==> src/rtl/mb_rx_deser_multilane_if.sv <==
// Bus bundle for the multilane mainband RX deserializer: serial capture inputs,
// consumer handshake and the assembled word outputs.
interface mb_rx_deser_multilane_if #(
    parameter int NUM_LANES = 16,
    parameter int DATA_W    = 32
);
    localparam int CNT_W = $clog2(DATA_W);

    logic [NUM_LANES-1:0]        i_ser_data;
    logic                        i_ser_vld;
    logic                        i_realign;
    logic                        i_ready;
    logic [NUM_LANES*DATA_W-1:0] o_data;
    logic                        o_valid;
    logic                        o_overrun;
    logic [CNT_W-1:0]            o_bit_cnt;

    modport master (
        output i_ser_data, i_ser_vld, i_realign, i_ready,
        input  o_data, o_valid, o_overrun, o_bit_cnt
    );

    modport slave (
        input  i_ser_data, i_ser_vld, i_realign, i_ready,
        output o_data, o_valid, o_overrun, o_bit_cnt
    );
endinterface

==> src/rtl/mb_rx_deser_multilane.sv <==
// Mainband RX deserializer: shifts NUM_LANES serial lanes into DATA_W-bit words
// on a shared UI counter and presents them through a one-entry valid/ready register.
module mb_rx_deser_multilane #(
    parameter int NUM_LANES = 16,
    parameter int DATA_W    = 32,
    parameter int MSB_FIRST = 0
) (
    input logic                     i_clk,
    input logic                     i_rst,
    mb_rx_deser_multilane_if.slave  bus
);
    localparam int               CNT_W = $clog2(DATA_W);
    localparam logic [CNT_W-1:0] LAST  = CNT_W'(DATA_W - 1);

    typedef enum logic {ST_EMPTY, ST_FULL} state_e;

    state_e                      state_q, state_d;
    logic [CNT_W-1:0]            cnt_q, cnt_d;
    logic [DATA_W-1:0]           shift_q [NUM_LANES];
    logic [DATA_W-1:0]           shift_d [NUM_LANES];
    logic [NUM_LANES*DATA_W-1:0] word;
    logic [NUM_LANES*DATA_W-1:0] data_q, data_d;
    logic                        ovr_q, ovr_d;
    logic                        complete;

    // The shifted value doubles as the completed word when the last UI arrives.
    always_comb begin : capture
        complete = bus.i_ser_vld && !bus.i_realign && (cnt_q == LAST);
        cnt_d    = cnt_q;
        word     = '0;
        for (int unsigned l = 0; l < NUM_LANES; l++) begin
            shift_d[l] = shift_q[l];
            if (MSB_FIRST != 0)
                word[l*DATA_W +: DATA_W] = {shift_q[l][DATA_W-2:0], bus.i_ser_data[l]};
            else
                word[l*DATA_W +: DATA_W] = {bus.i_ser_data[l], shift_q[l][DATA_W-1:1]};
            if (bus.i_realign)
                shift_d[l] = '0;
            else if (bus.i_ser_vld)
                shift_d[l] = word[l*DATA_W +: DATA_W];
        end
        if (bus.i_realign)
            cnt_d = '0;
        else if (bus.i_ser_vld)
            cnt_d = complete ? '0 : cnt_q + 1'b1;
    end

    always_comb begin : out_fsm
        state_d = state_q;
        data_d  = data_q;
        ovr_d   = 1'b0;
        case (state_q)
            ST_EMPTY: begin
                if (complete) begin
                    state_d = ST_FULL;
                    data_d  = word;
                end
            end
            ST_FULL: begin
                if (bus.i_ready) begin
                    if (complete) data_d  = word;
                    else          state_d = ST_EMPTY;
                end else if (complete) begin
                    ovr_d = 1'b1;
                end
            end
            default: state_d = ST_EMPTY;
        endcase
    end

    always_ff @(posedge i_clk) begin
        if (i_rst) begin
            state_q <= ST_EMPTY;
            cnt_q   <= '0;
            shift_q <= '{default: '0};
            data_q  <= '0;
            ovr_q   <= 1'b0;
        end else begin
            state_q <= state_d;
            cnt_q   <= cnt_d;
            shift_q <= shift_d;
            data_q  <= data_d;
            ovr_q   <= ovr_d;
        end
    end

    assign bus.o_data    = data_q;
    assign bus.o_valid   = (state_q == ST_FULL);
    assign bus.o_overrun = ovr_q;
    assign bus.o_bit_cnt = cnt_q;
endmodule

==> src/flat_wrapper.sv <==
// flat-port wrapper written by rule: the top's interface ports become plain ports
module mb_rx_deser_multilane_flat 
#(
    parameter int NUM_LANES = 16,
    parameter int DATA_W    = 32,
    parameter int MSB_FIRST = 0
)
  (i_clk, i_rst, bus_i_ser_data, bus_i_ser_vld, bus_i_realign, bus_i_ready, bus_o_data, bus_o_valid, bus_o_overrun, bus_o_bit_cnt);
  mb_rx_deser_multilane_if #(.NUM_LANES(NUM_LANES), .DATA_W(DATA_W)) bus_i ();
  input logic i_clk;
  input logic i_rst;
  input wire logic [$bits(bus_i.i_ser_data)-1:0] bus_i_ser_data;
  input wire logic [$bits(bus_i.i_ser_vld)-1:0] bus_i_ser_vld;
  input wire logic [$bits(bus_i.i_realign)-1:0] bus_i_realign;
  input wire logic [$bits(bus_i.i_ready)-1:0] bus_i_ready;
  output wire logic [$bits(bus_i.o_data)-1:0] bus_o_data;
  output wire logic [$bits(bus_i.o_valid)-1:0] bus_o_valid;
  output wire logic [$bits(bus_i.o_overrun)-1:0] bus_o_overrun;
  output wire logic [$bits(bus_i.o_bit_cnt)-1:0] bus_o_bit_cnt;
  assign bus_i.i_ser_data = bus_i_ser_data;
  assign bus_i.i_ser_vld = bus_i_ser_vld;
  assign bus_i.i_realign = bus_i_realign;
  assign bus_i.i_ready = bus_i_ready;
  assign bus_o_data = bus_i.o_data;
  assign bus_o_valid = bus_i.o_valid;
  assign bus_o_overrun = bus_i.o_overrun;
  assign bus_o_bit_cnt = bus_i.o_bit_cnt;
  mb_rx_deser_multilane #(.NUM_LANES(NUM_LANES), .DATA_W(DATA_W), .MSB_FIRST(MSB_FIRST)) u_core (.i_clk(i_clk), .i_rst(i_rst), .bus(bus_i));
endmodule
==> config.mk <==
export PLATFORM = sky130hd
export DESIGN_NAME = mb_rx_deser_multilane_flat
export DESIGN_NICKNAME = d
export VERILOG_FILES = /design/src/rtl/mb_rx_deser_multilane_if.sv /design/src/rtl/mb_rx_deser_multilane.sv /design/src/flat_wrapper.sv
export SDC_FILE = /design/constraint.sdc
export NUM_CORES = 2
export LEC_CHECK = 0
export BUFFER_PORTS_ARGS = -buffer_cell sky130_fd_sc_hd__buf_2
export CELL_PAD_IN_SITES_DETAIL_PLACEMENT = 0
export CELL_PAD_IN_SITES_GLOBAL_PLACEMENT = 1
export CORE_MARGIN = 2
export CORE_UTILIZATION = 49
export CTS_CLUSTER_SIZE = 24
export DETAILED_ROUTE_END_ITERATION = 10
export MAX_ROUTING_LAYER = met4
export PLACE_DENSITY_LB_ADDON = 0.1
export SLEW_MARGIN = 20
export SYNTH_ARGS = -nofsm -noshare
export SYNTH_HDL_FRONTEND = slang
export SYNTH_SLANG_ARGS = --single-unit
==> constraint.sdc <==
create_clock -name i_clk -period 4.3 [get_ports i_clk]
set_clock_uncertainty 0.1 [all_clocks]
set_input_delay 0.215 -clock i_clk [delete_from_list [all_inputs] [get_ports i_clk]]
set_output_delay 0.215 -clock i_clk [all_outputs]
set_load 0.05 [all_outputs]
After elaboration in Yosys (flattened, before gate mapping)
Cells that the tools add are included.
Cells by class
  $add $sub $neg: 1
  multipliers: 0
  div/mod/pow operators: 0
  magnitude comparators: 0
  equality and inequality tests: 2
  shift operators: 0
  mux-type cells: 7
  bitwise operators: 1
  reductions and logical operators: 5
Operators with widths (number)
  $mux 512: 2
  $pmux 512 s2: 1
  $add 5x1->5 const B: 1
  $eq 5x5->1 const B: 1
  $mux 5: 1
  $reduce_or 3->1: 1
  $logic_and 1x1->1: 2
  $mux 1: 2
  $ne 2x2->1 const B: 1
  $pmux 1 s2: 1
  $reduce_or 2->1: 1
  $logic_not 1->1: 1
  $not 1->1: 1
Storage, ports and cells
  register bits: 1031
  bits in latches: 0
  memory bits (writable): 0
  bits in read-only memories: 0
  input bits: 21
  output and inout bits: 519
  word-level logic and storage cells: 36
  memories kept: 0

Depth between registers and ports, before layout
  word-level depth: 6
  gate-level depth with buffers: 9
  depth with buffers taken out: 6

Worst setup path after synthesis
OpenSTA, ideal clock, no wires.
  path type: reg2reg
  from: register u_core.cnt_q[0], in the netlist u_core.bus.o_bit_cnt[0]
  to: register u_core.data_q[121], in the netlist u_core.bus.o_data[121]
  library setup time: 0.072 ns
  arrival time: 2.225 ns
  required time: 4.128 ns
  slack: 1.903 ns
  cell stages (with the launch flop): 10
  buffers on the path: 3
  period minus slack after synthesis: 2.397 ns
  cell sequence: dfxtp_1 > ha_1 > and3_1 > ha_1 > nand3b_2 > nor2b_2 > buf_6 > buf_12 > buf_8 > mux2i_1
On the way
  longest elaborated chain between the ends: 5
RTL lines
  start, declared: line mb_rx_deser_multilane.sv:18  | logic [CNT_W-1:0] cnt_q, cnt_d;
  start signal, assigned: line mb_rx_deser_multilane.sv:80  | cnt_q <= cnt_d;
  $eq 5x5->1 (*): line mb_rx_deser_multilane.sv:28  | complete = bus.i_ser_vld && !bus.i_realign && (cnt_q == LAST);
  $logic_and 1x1->1 (*): line mb_rx_deser_multilane.sv:28
  $mux 512 (*)
  $mux 512
  $pmux 512 s2 (*)
  end signal, assigned: line mb_rx_deser_multilane.sv:82  | data_q <= data_d;
  end, declared: line mb_rx_deser_multilane.sv:22  | logic [NUM_LANES*DATA_W-1:0] data_q, data_d;
Every way passes the cells marked *; elsewhere a longest branch is shown, timed or not. The select of a mux whose other input is x is not followed.
A chain may end at the register's enable or synchronous reset.

Worst setup path after layout
  from: register u_core.cnt_q[0], in the netlist u_core.bus.o_bit_cnt[0]
  to: register u_core.data_q[359], in the netlist u_core.bus.o_data[359]
The elaborated chain is that of the path after synthesis.

==> impl_results.md <==
* Residual DRC at 0
* Vias in the first global route at 24,890
* Post-Synthesis Cells at 3,853
* Setup Slack @ Placement at 1.524 ns
* Routed WL at 88.86 mm
* Initial antenna violation count at 1
* Worst-margin pin slew at 1.033 ns
* Die footprint at 85,690 µm²
* Final Critical Period at 2.754 ns
* Drt wl/cell at 16.40 µm
* WS Path Type: register to register
* Netlist Area Pre-Place at 40,850 µm²
* Die Wd at 292.7 µm
* Core area at 82,370 µm²
* CTS max path bufs at 3
* Crit path largest cell delay at 0.41 ns
* DR iter-0 viols at 1,202
* Yosys cell types at 26
* TritonCTS clock tree: yes
* CTS Sinks at 1,015
* Skew-Pair Late Insertion Delay at 0.64 ns
* IO buf count at 539
* Clock transition at path regs at 0.06 ns
* Fraction of layout cells with a size suffix above 1 at 16.98%
* H-tree Lvls at 3
* FF-to-FF setup slack at 1.55 ns
* Register bit total from synthesis at 1,015
* Commonest non-fill, non-tap cell in the layout: nand2b_1
* GP Congestion at 0.7552
* Final hold slack at 0.04300 ns
* Syn Area/Cell at 10.60 µm²
* Hold Vio Cnt, Final at 0
* Worst Hold Class: input pin to register
* Sequential share of the synthesized area at 49.74%
* Pin count of the biggest net entering global routing at 280
* Cell repeated most along the worst path: ha_1
* Dpl hpwl at 56.72 mm
* Main synth FF type: dfxtp_1
* Area Growth Syn to Fin at 15.10%
* Final setup fails at 0
* Leakage at 18.44 nW
* Via count at 26,000
* Ys Warns at 0
* Cell chain of the critical path: ha_1 -> and3_1 -> ha_1 -> nand3b_2 -> nor2b_4 -> buf_4 -> buf_12 -> mux2i_1
* Async set-reset flop share out of synthesis at 0%
* First-pass GRT wire length at 139.6 mm
* Row Count at 105
* Highest-count cells in the layout ignoring fill and taps: 1,025 x nand2b_1, 1,015 x dfxtp_1, 1,009 x mux2i_1, 537 x buf_2, 499 x nor2_1
* Worst endpoint required time at 4.77 ns
* Pwr Density at 402.3 nW/µm²
* Total congestion overflow at 0
* Worst Setup Start Kind: register
* Fin cells at 5,418
* Final TNS setup at 0 ns
* Vias per cell at 4.799
* Crit end category: register
* Initial Utilization at 49.59%
* Slew margin rel. at 31.12%
* Drt pass-1 iters at 5
* Placed Cells at 5,215
* Die height at 292.7 µm
* I/O pin count at 540
* RSZ-0062 raised after global routing: no
* Final slew viol count at 0
* Crit share post-route at 64.06%
* Power consumption at 18.92 mW
* Root Driver: clkbuf_16
* Worst setup margin at 1.546 ns
* Maximum VDD drop at 385.2 µV
* Max FO, Critical Path at 61
* Status: finished clean
* Max-cap violation count at 0
* Number of nets with antenna violations after routing at 0
* GRT Util Overall at 20.66%
* EDFF count, synth at 0
* Critical path arrival at 3.22 ns
* Syn nets at 3,876
* Nets at 4,294
* Fmax at 363.0 MHz
* Slowest-stage cell, CP: nor2b_4
* Cts bufs inserted at 104
==> metrics by stage <==
step / util [%] / area [µm²]
after detailed placement: 52.72 / 43430
after global routing: 57.08 / 47020
after global placement: 52.72 / 43430
after CTS: 57.08 / 47020
after floorplan: - / 40850
final: 57.08 / 47020
==> worst max-delay path: cells and delay by family, from the launching register on <==
kind | cells | cell delay, ns
and+or+nand+nor | 3 | 0.73
buffers and inverters | 2 | 0.68
DFF | 1 | 0.40
adders and majority gates | 2 | 0.47
muxes | 1 | 0.24
==> report_power, final <==
part	switching, mW	internal, mW	total (mW)
combinational	0.333	0.291	0.624
sequential	0.00622	9.41	9.42
clock	3.64	5.23	8.88
==> sequential cells by signal (all words and copies together), names as in the netlist <==
| signal | flops |
|---|---|
| u_core.bus.o_data | 512 |
| u_core.bus.o_valid | 1 |
| u_core.bus.o_bit_cnt | 5 |
| u_core.shift_q | 496 |
| u_core.bus.o_overrun | 1 |
==> cells in the mapped netlist, types with 2 or more instances <==
library cell	instances	area share, %
buf_4	3	0.055
buf_6	9	0.25
mux2i_1	1009	25
buf_2	114	1.4
clkbuf_1	112	1.0
nand2b_1	1025	16
nor2_1	499	4.6
dfxtp_1	1015	50
buf_12	41	2.0
a21oi_1	5	0.061
buf_8	4	0.15
ha_1	2	0.061
o21ai_0	2	0.025
==> area by class of cell <==
cell class                      count  area (µm²)
Timing Repair Buffer              595        3426
Antenna cell                        1       2.502
Tap cell                         1070        1339
Fill cell                        7406       35350
Inverter                            1       3.754
Clock buffer                      165        3234
Multi-Input combinational cell   2554       18540
Sequential cell                  1015       20320
Clock inverter                     17       156.4
==> cell families (layout without fill, tap and decap cells) <==
group,Yosys count,count (layout),synth area share (%)
AO/OA/AOI/OAI,8,8,0.1011
adder cells (fa/ha/maj),2,2,0.06125
buffers and inverters,284,778,4.895
flip-flops,1015,1015,49.74
multiplexers,1009,1009,24.72
other,0,1,0
AND/OR/NAND/NOR,1535,1535,20.48
==> path summary, 6_finish.rpt <==
check,from,endpoint,depth (start not counted)
min,i_rst,u_core.bus.o_data[187],3
min reg2reg,u_core.bus.o_data[106],u_core.bus.o_data[106],2
max reg2reg,u_core.bus.o_bit_cnt[0],u_core.bus.o_data[359],8
max,u_core.bus.o_bit_cnt[0],u_core.bus.o_data[359],8
==> layer usage <==
layer | vias up | part of all wire [%] | GRT usage (%)
li1 | 13390 | - | -
met1 | 12080 | 45 | 25.73
met2 | 400 | 47 | 33.20
met3 | 126 | 5.1 | 4.788
met4 | 0 | 2.8 | 6.592
met5 | - | 0 | -
==> what timing repair did <==
item,in CTS,in global routing
buffers inserted,0,0
hold endpoints to repair,54,0
hold buffers,20,0
resized for setup,0,0
No activity file was read; power rests on OpenSTA's default activity.
